File: config.mk
export PLATFORM = sky130hd
export DESIGN_NAME = ddf_kln_delay_line_flat
export DESIGN_NICKNAME = d
export VERILOG_FILES = /design/src/rtl/ddf_kln_delay_line_if.sv /design/src/rtl/ddf_kln_delay_line.sv /design/src/flat_wrapper.sv
export SDC_FILE = /design/constraint.sdc
export NUM_CORES = 1
export LEC_CHECK = 0
export BUFFER_PORTS_ARGS = -buffer_cell sky130_fd_sc_hd__buf_2
export CAP_MARGIN = 10
export CORE_MARGIN = 2
export CORE_UTILIZATION = 60
export DETAILED_ROUTE_END_ITERATION = 8
export GPL_TIMING_DRIVEN = 1
export PLACE_DENSITY_LB_ADDON = 0.25
export SLEW_MARGIN = 20
export SYNTH_ARGS = -nofsm -noshare
export SYNTH_HDL_FRONTEND = slang
export SYNTH_SLANG_ARGS = --single-unit
export TNS_END_PERCENT = 50
File: constraint.sdc
create_clock -name CP -period 3.1 [get_ports CP]
set_input_delay 0.155 -clock CP [delete_from_list [all_inputs] [get_ports CP]]
set_output_delay 0.155 -clock CP [all_outputs]
set_load 0.02 [all_outputs]
File: src/rtl/ddf_kln_delay_line_if.sv
// Data and control bundle for ddf_kln_delay_line. The master side drives the
// word, enables and tap select, and the slave side returns the tapped word and status.
`timescale 1ns/1ps
interface ddf_kln_delay_line_if #(
  parameter int WIDTH = 8,
  parameter int DEPTH = 8,
  parameter int SELW  = $clog2(DEPTH)
);
  logic [WIDTH-1:0] D;
  logic             EN;
  logic             CLR;
  logic             MODE;
  logic [SELW-1:0]  SEL;
  logic [WIDTH-1:0] Q;
  logic             QV;
  logic [SELW:0]    FILL;

  modport master (output D, EN, CLR, MODE, SEL, input Q, QV, FILL);
  modport slave  (input D, EN, CLR, MODE, SEL, output Q, QV, FILL);
endinterface

File: src/rtl/ddf_kln_delay_line.sv
// Clearable multi-bit delay line with a selectable output tap, a saturating fill
// counter driving a valid flag, and a recirculate mode that loops the chain on its tap.
`timescale 1ns/1ps
module ddf_kln_delay_line #(
  parameter int WIDTH = 8,
  parameter int DEPTH = 8,
  parameter int SELW  = $clog2(DEPTH)
) (
  input  logic                 CP,
  input  logic                 KLN,
  ddf_kln_delay_line_if.slave  bus
);

  localparam logic [SELW:0] FILL_MAX = (SELW+1)'(DEPTH);

  logic [WIDTH-1:0] r_stage [DEPTH];
  logic [SELW:0]    r_fill;
  logic [SELW-1:0]  w_tap;
  logic [WIDTH-1:0] w_tap_word;

  // Out-of-range selects only exist when DEPTH is not a power of two.
  generate
    if ((1 << SELW) == DEPTH) begin : g_pow2
      assign w_tap = bus.SEL;
    end else begin : g_clamp
      assign w_tap = (bus.SEL > SELW'(DEPTH-1)) ? SELW'(DEPTH-1) : bus.SEL;
    end
  endgenerate

  assign w_tap_word = r_stage[w_tap];

  always_ff @(posedge CP or negedge KLN) begin
    if (!KLN) begin
      for (int i = 0; i < DEPTH; i++) r_stage[i] <= '0;
      r_fill <= '0;
    end else if (bus.CLR) begin
      for (int i = 0; i < DEPTH; i++) r_stage[i] <= '0;
      r_fill <= '0;
    end else if (bus.EN) begin
      r_stage[0] <= bus.MODE ? w_tap_word : bus.D;
      for (int i = 1; i < DEPTH; i++) r_stage[i] <= r_stage[i-1];
      // Recirculation reuses old words, so it never adds to the valid count.
      if (!bus.MODE && (r_fill != FILL_MAX)) r_fill <= r_fill + 1'b1;
    end
  end

  assign bus.Q    = w_tap_word;
  assign bus.QV   = (r_fill > {1'b0, w_tap});
  assign bus.FILL = r_fill;

endmodule

File: src/flat_wrapper.sv
// flat-port wrapper written by rule: the top's interface ports become plain ports
module ddf_kln_delay_line_flat 
#(
  parameter int WIDTH = 8,
  parameter int DEPTH = 8,
  parameter int SELW  = $clog2(DEPTH)
)
  (CP, KLN, bus_D, bus_EN, bus_CLR, bus_MODE, bus_SEL, bus_Q, bus_QV, bus_FILL);
  ddf_kln_delay_line_if #(.WIDTH(WIDTH), .DEPTH(DEPTH), .SELW(SELW)) bus_i ();
  input  logic CP;
  input  logic KLN;
  input wire logic [$bits(bus_i.D)-1:0] bus_D;
  input wire logic [$bits(bus_i.EN)-1:0] bus_EN;
  input wire logic [$bits(bus_i.CLR)-1:0] bus_CLR;
  input wire logic [$bits(bus_i.MODE)-1:0] bus_MODE;
  input wire logic [$bits(bus_i.SEL)-1:0] bus_SEL;
  output wire logic [$bits(bus_i.Q)-1:0] bus_Q;
  output wire logic [$bits(bus_i.QV)-1:0] bus_QV;
  output wire logic [$bits(bus_i.FILL)-1:0] bus_FILL;
  assign bus_i.D = bus_D;
  assign bus_i.EN = bus_EN;
  assign bus_i.CLR = bus_CLR;
  assign bus_i.MODE = bus_MODE;
  assign bus_i.SEL = bus_SEL;
  assign bus_Q = bus_i.Q;
  assign bus_QV = bus_i.QV;
  assign bus_FILL = bus_i.FILL;
  ddf_kln_delay_line #(.WIDTH(WIDTH), .DEPTH(DEPTH), .SELW(SELW)) u_core (.CP(CP), .KLN(KLN), .bus(bus_i));
endmodule
==> qor.yml <==
placement:
  placed_area_um2: 3710
  gp_congestion: 0.752
  post-place-ws_ns: 1.18
  dpl.hpwl_mm: 4.55
  portBuffers: 28
sta:
  setup_violations: 0
  finalHoldViolCount: 0
  worst_slack_ns: 1.14
  clock.fmax_mhz: 510
  slew_viol_final: 0
  worst_pin_slew_ns: 0.967
  period_needed_ns: 1.96
  rsz0062_at_grt: "false"
  fin_crit_sh_pct: 63.2
  skew_ns: 0.00745
  setup-tns-final_ns: 0
  hold_slack_ns: 0.160
  relSlewSlack_pct: 35.3
clocking:
  clock_latency_ns: 0.35
  cts_max_level: 3
  clkSlewWorstSetupHoldPaths_ns: 0.07
  hold_buffers: 1
  clockRootBuffer: "clkbuf_8"
  cts_buffers: 9
  clock_path_buffers: 2
  ctsResizeCount: 0
  cts_setup_buffers: 0
  cts_num_sinks: 68
  cts_tree: "built"
routing:
  via_count: 2438
  drtPass1Iterations: 4
  drcViolationCount: 0
  drt-total-wl_mm: 7.13
  first_iter_violations: 148
  final_antenna_net_count: 0
  routedWlPerCell_um: 16.9
  vias_per_cell: 5.78
power_and_ir_drop:
  power_density_nw_per_um2: 472
  vdd_drop_max_uv: 343
  p_leak_nw: 2.06
global_route:
  antenna_found_initial: 0
  grt_pass1_wl_mm: 11.4
  overflow: 0
  track_usage_pct: 23.6
  grt_start_max_net_pins: 51
  grt_pass1_vias: 2299
die:
  initial_utilization_pct: 61.3
  fp-row-count: 28
  ios: 29
  core_area_um2: 5820
  fp.dieW_um: 81.1
  die_area_um2: 6580
  die_height_um: 81.1
synth:
  synthCells: 318
  yosysSeqAreaShare_pct: 47.7
  mappedNetlistNets: 339
  post-synth-top-area-cell: "dfrtp_1"
  ys_ff_latch: 68
  synth.area.top_cells: "dfrtp_1 48%, mux2i_1 20%, nor2_1 6.8%"
  synthesis.area_um2: 3570
  avgSynthCellArea_um2: 11.2
  ys_types: 29
  yosys.area.top_type_share_pct: 47.7
  yosys_warnings: 0
cells_and_area:
  final_area_um2: 3920
  post-route-util_pct: 67.4
  diodes: 0
  final_layout_size_suffix_gt1_share_pct: 19.9
  nets: 363
  syn2layout_area_growth_pct: 9.82
critical_path:
  crit_path_start_kind: "register"
  critPathKind: "reg -> out"
  end_kind: "primary output"
  arrival_ns: 1.81
  cp.required_ns: 2.94
  cp_max_fo: 6
status:
  outcome: "finished, final reports clean"
flow_run:
  maxCapViolCount: 0
hold_path:
  hold_class: "in -> reg"
[path summary, 6_finish.rpt]
check | start | end | slack [ns] | cells past startpoint
hold / removal | bus_D[7] | u_core.r_stage[63]$_DFFE_PN0P_ | 0.16 | 4
setup reg to reg | u_core.bus.FILL[0]$_DFFE_PN0P_ | u_core.bus.FILL[1]$_DFFE_PN0P_ | 1.53 | 6
min in group asynchronous | KLN | u_core.r_stage[20]$_DFFE_PN0P_ | 0.32 | 2
hold reg to reg | u_core.r_stage[0]$_DFFE_PN0P_ | u_core.r_stage[0]$_DFFE_PN0P_ | 0.53 | 2
setup / recovery | u_core.bus.FILL[1]$_DFFE_PN0P_ | bus_QV | 1.14 | 6
max in group asynchronous | KLN | u_core.r_stage[2]$_DFFE_PN0P_ | 2.01 | 3
[placed cells by master (no fill, tap or decap), types with 3 or more instances in the layout]
cell       n
nand2b_1   9
buf_2     27
a41o_1     8
mux2_2    12
mux2_4     3
o22ai_1    8
a221oi_2   5
a21oi_1    8
buf_4      8
a22o_1     3
nor2b_1    4
dfrtp_1   68
ha_1       5
mux2i_1   73
inv_1      5
clkbuf_8  10
nor2_1    65
nand3b_1   7
[stage by stage]
stage,power [mW],instances
finish,1.85,422
global route,1.94,422
CTS,1.87,422
detailed placement,1.15,405
global placement,1.14,405
floorplan,1.08,318
[per-layer routing]
| layer | global-route usage [%] | vias up | share of wire [%] |
|---|---|---|---|
| met2 | 36.3 | 46 | 49 |
| met4 | 11.7 | 0 | 1.8 |
| met5 | 0 | - | 0 |
| met1 | 32.2 | 1204 | 46 |
| li1 | - | 1173 | - |
| met3 | 4.22 | 15 | 3.4 |
[critical path: stages (launching register included)]
cell	delay [ns]
dfrtp_1	0.44
ha_1	0.33
nor2b_1	0.13
o21a_1	0.15
o21ai_0	0.17
nand2b_1	0.08
buf_2	0.16
[final cells by class]
type	count	area (µm²)
sequential	68	1700
clock buffer	12	145
fill	461	1900
tap	75	93.8
timing repair buffer	36	205
multi-input combinational	222	1700
inverter	5	18.8
clock inverter	4	48.8
[sequential cells by signal (all words and copies together), names as in the netlist]
register / flops
u_core.r_stage: 64
u_core.bus.FILL: 4
[kinds of logic (layout without fill, tap and decap cells)]
group,count (synthesis),after routing,share of synthesized area (%)
mux,89,89,25.9
simple gates,89,89,11.1
flops,68,68,47.7
compound gates,36,36,8.31
buf+inv,28,57,4.52
fa+ha+maj,5,5,1.75
xor+xnor,3,3,0.737
[report_power, final]
group	internal [mW]	switching, mW	leakage, nW
clock	0.393	0.324	0.100
sequential	0.901	0.0126	0.943
combinational	0.0820	0.134	1.02
[synthesized netlist by cell type]
library cell,number
buf_6,2
buf_2,7
a21oi_1,8
o21a_1,1
inv_1,5
xor2_1,2
mux2i_1,73
a41o_1,8
a22o_1,3
clkbuf_1,5
nor2b_1,4
nor2_1,65
o22ai_1,8
dfrtp_1,68
mux2_2,12
buf_1,7
mux2_4,3
nand2_1,2
nand4_1,1
a221oi_2,5
nand3_1,1
o211ai_1,1
nand3b_1,7
ha_1,5
o21ai_0,2
nand2b_1,9
buf_12,2
xnor2_1,1
mux2_1,1
(Power assumes the default switching activity.)
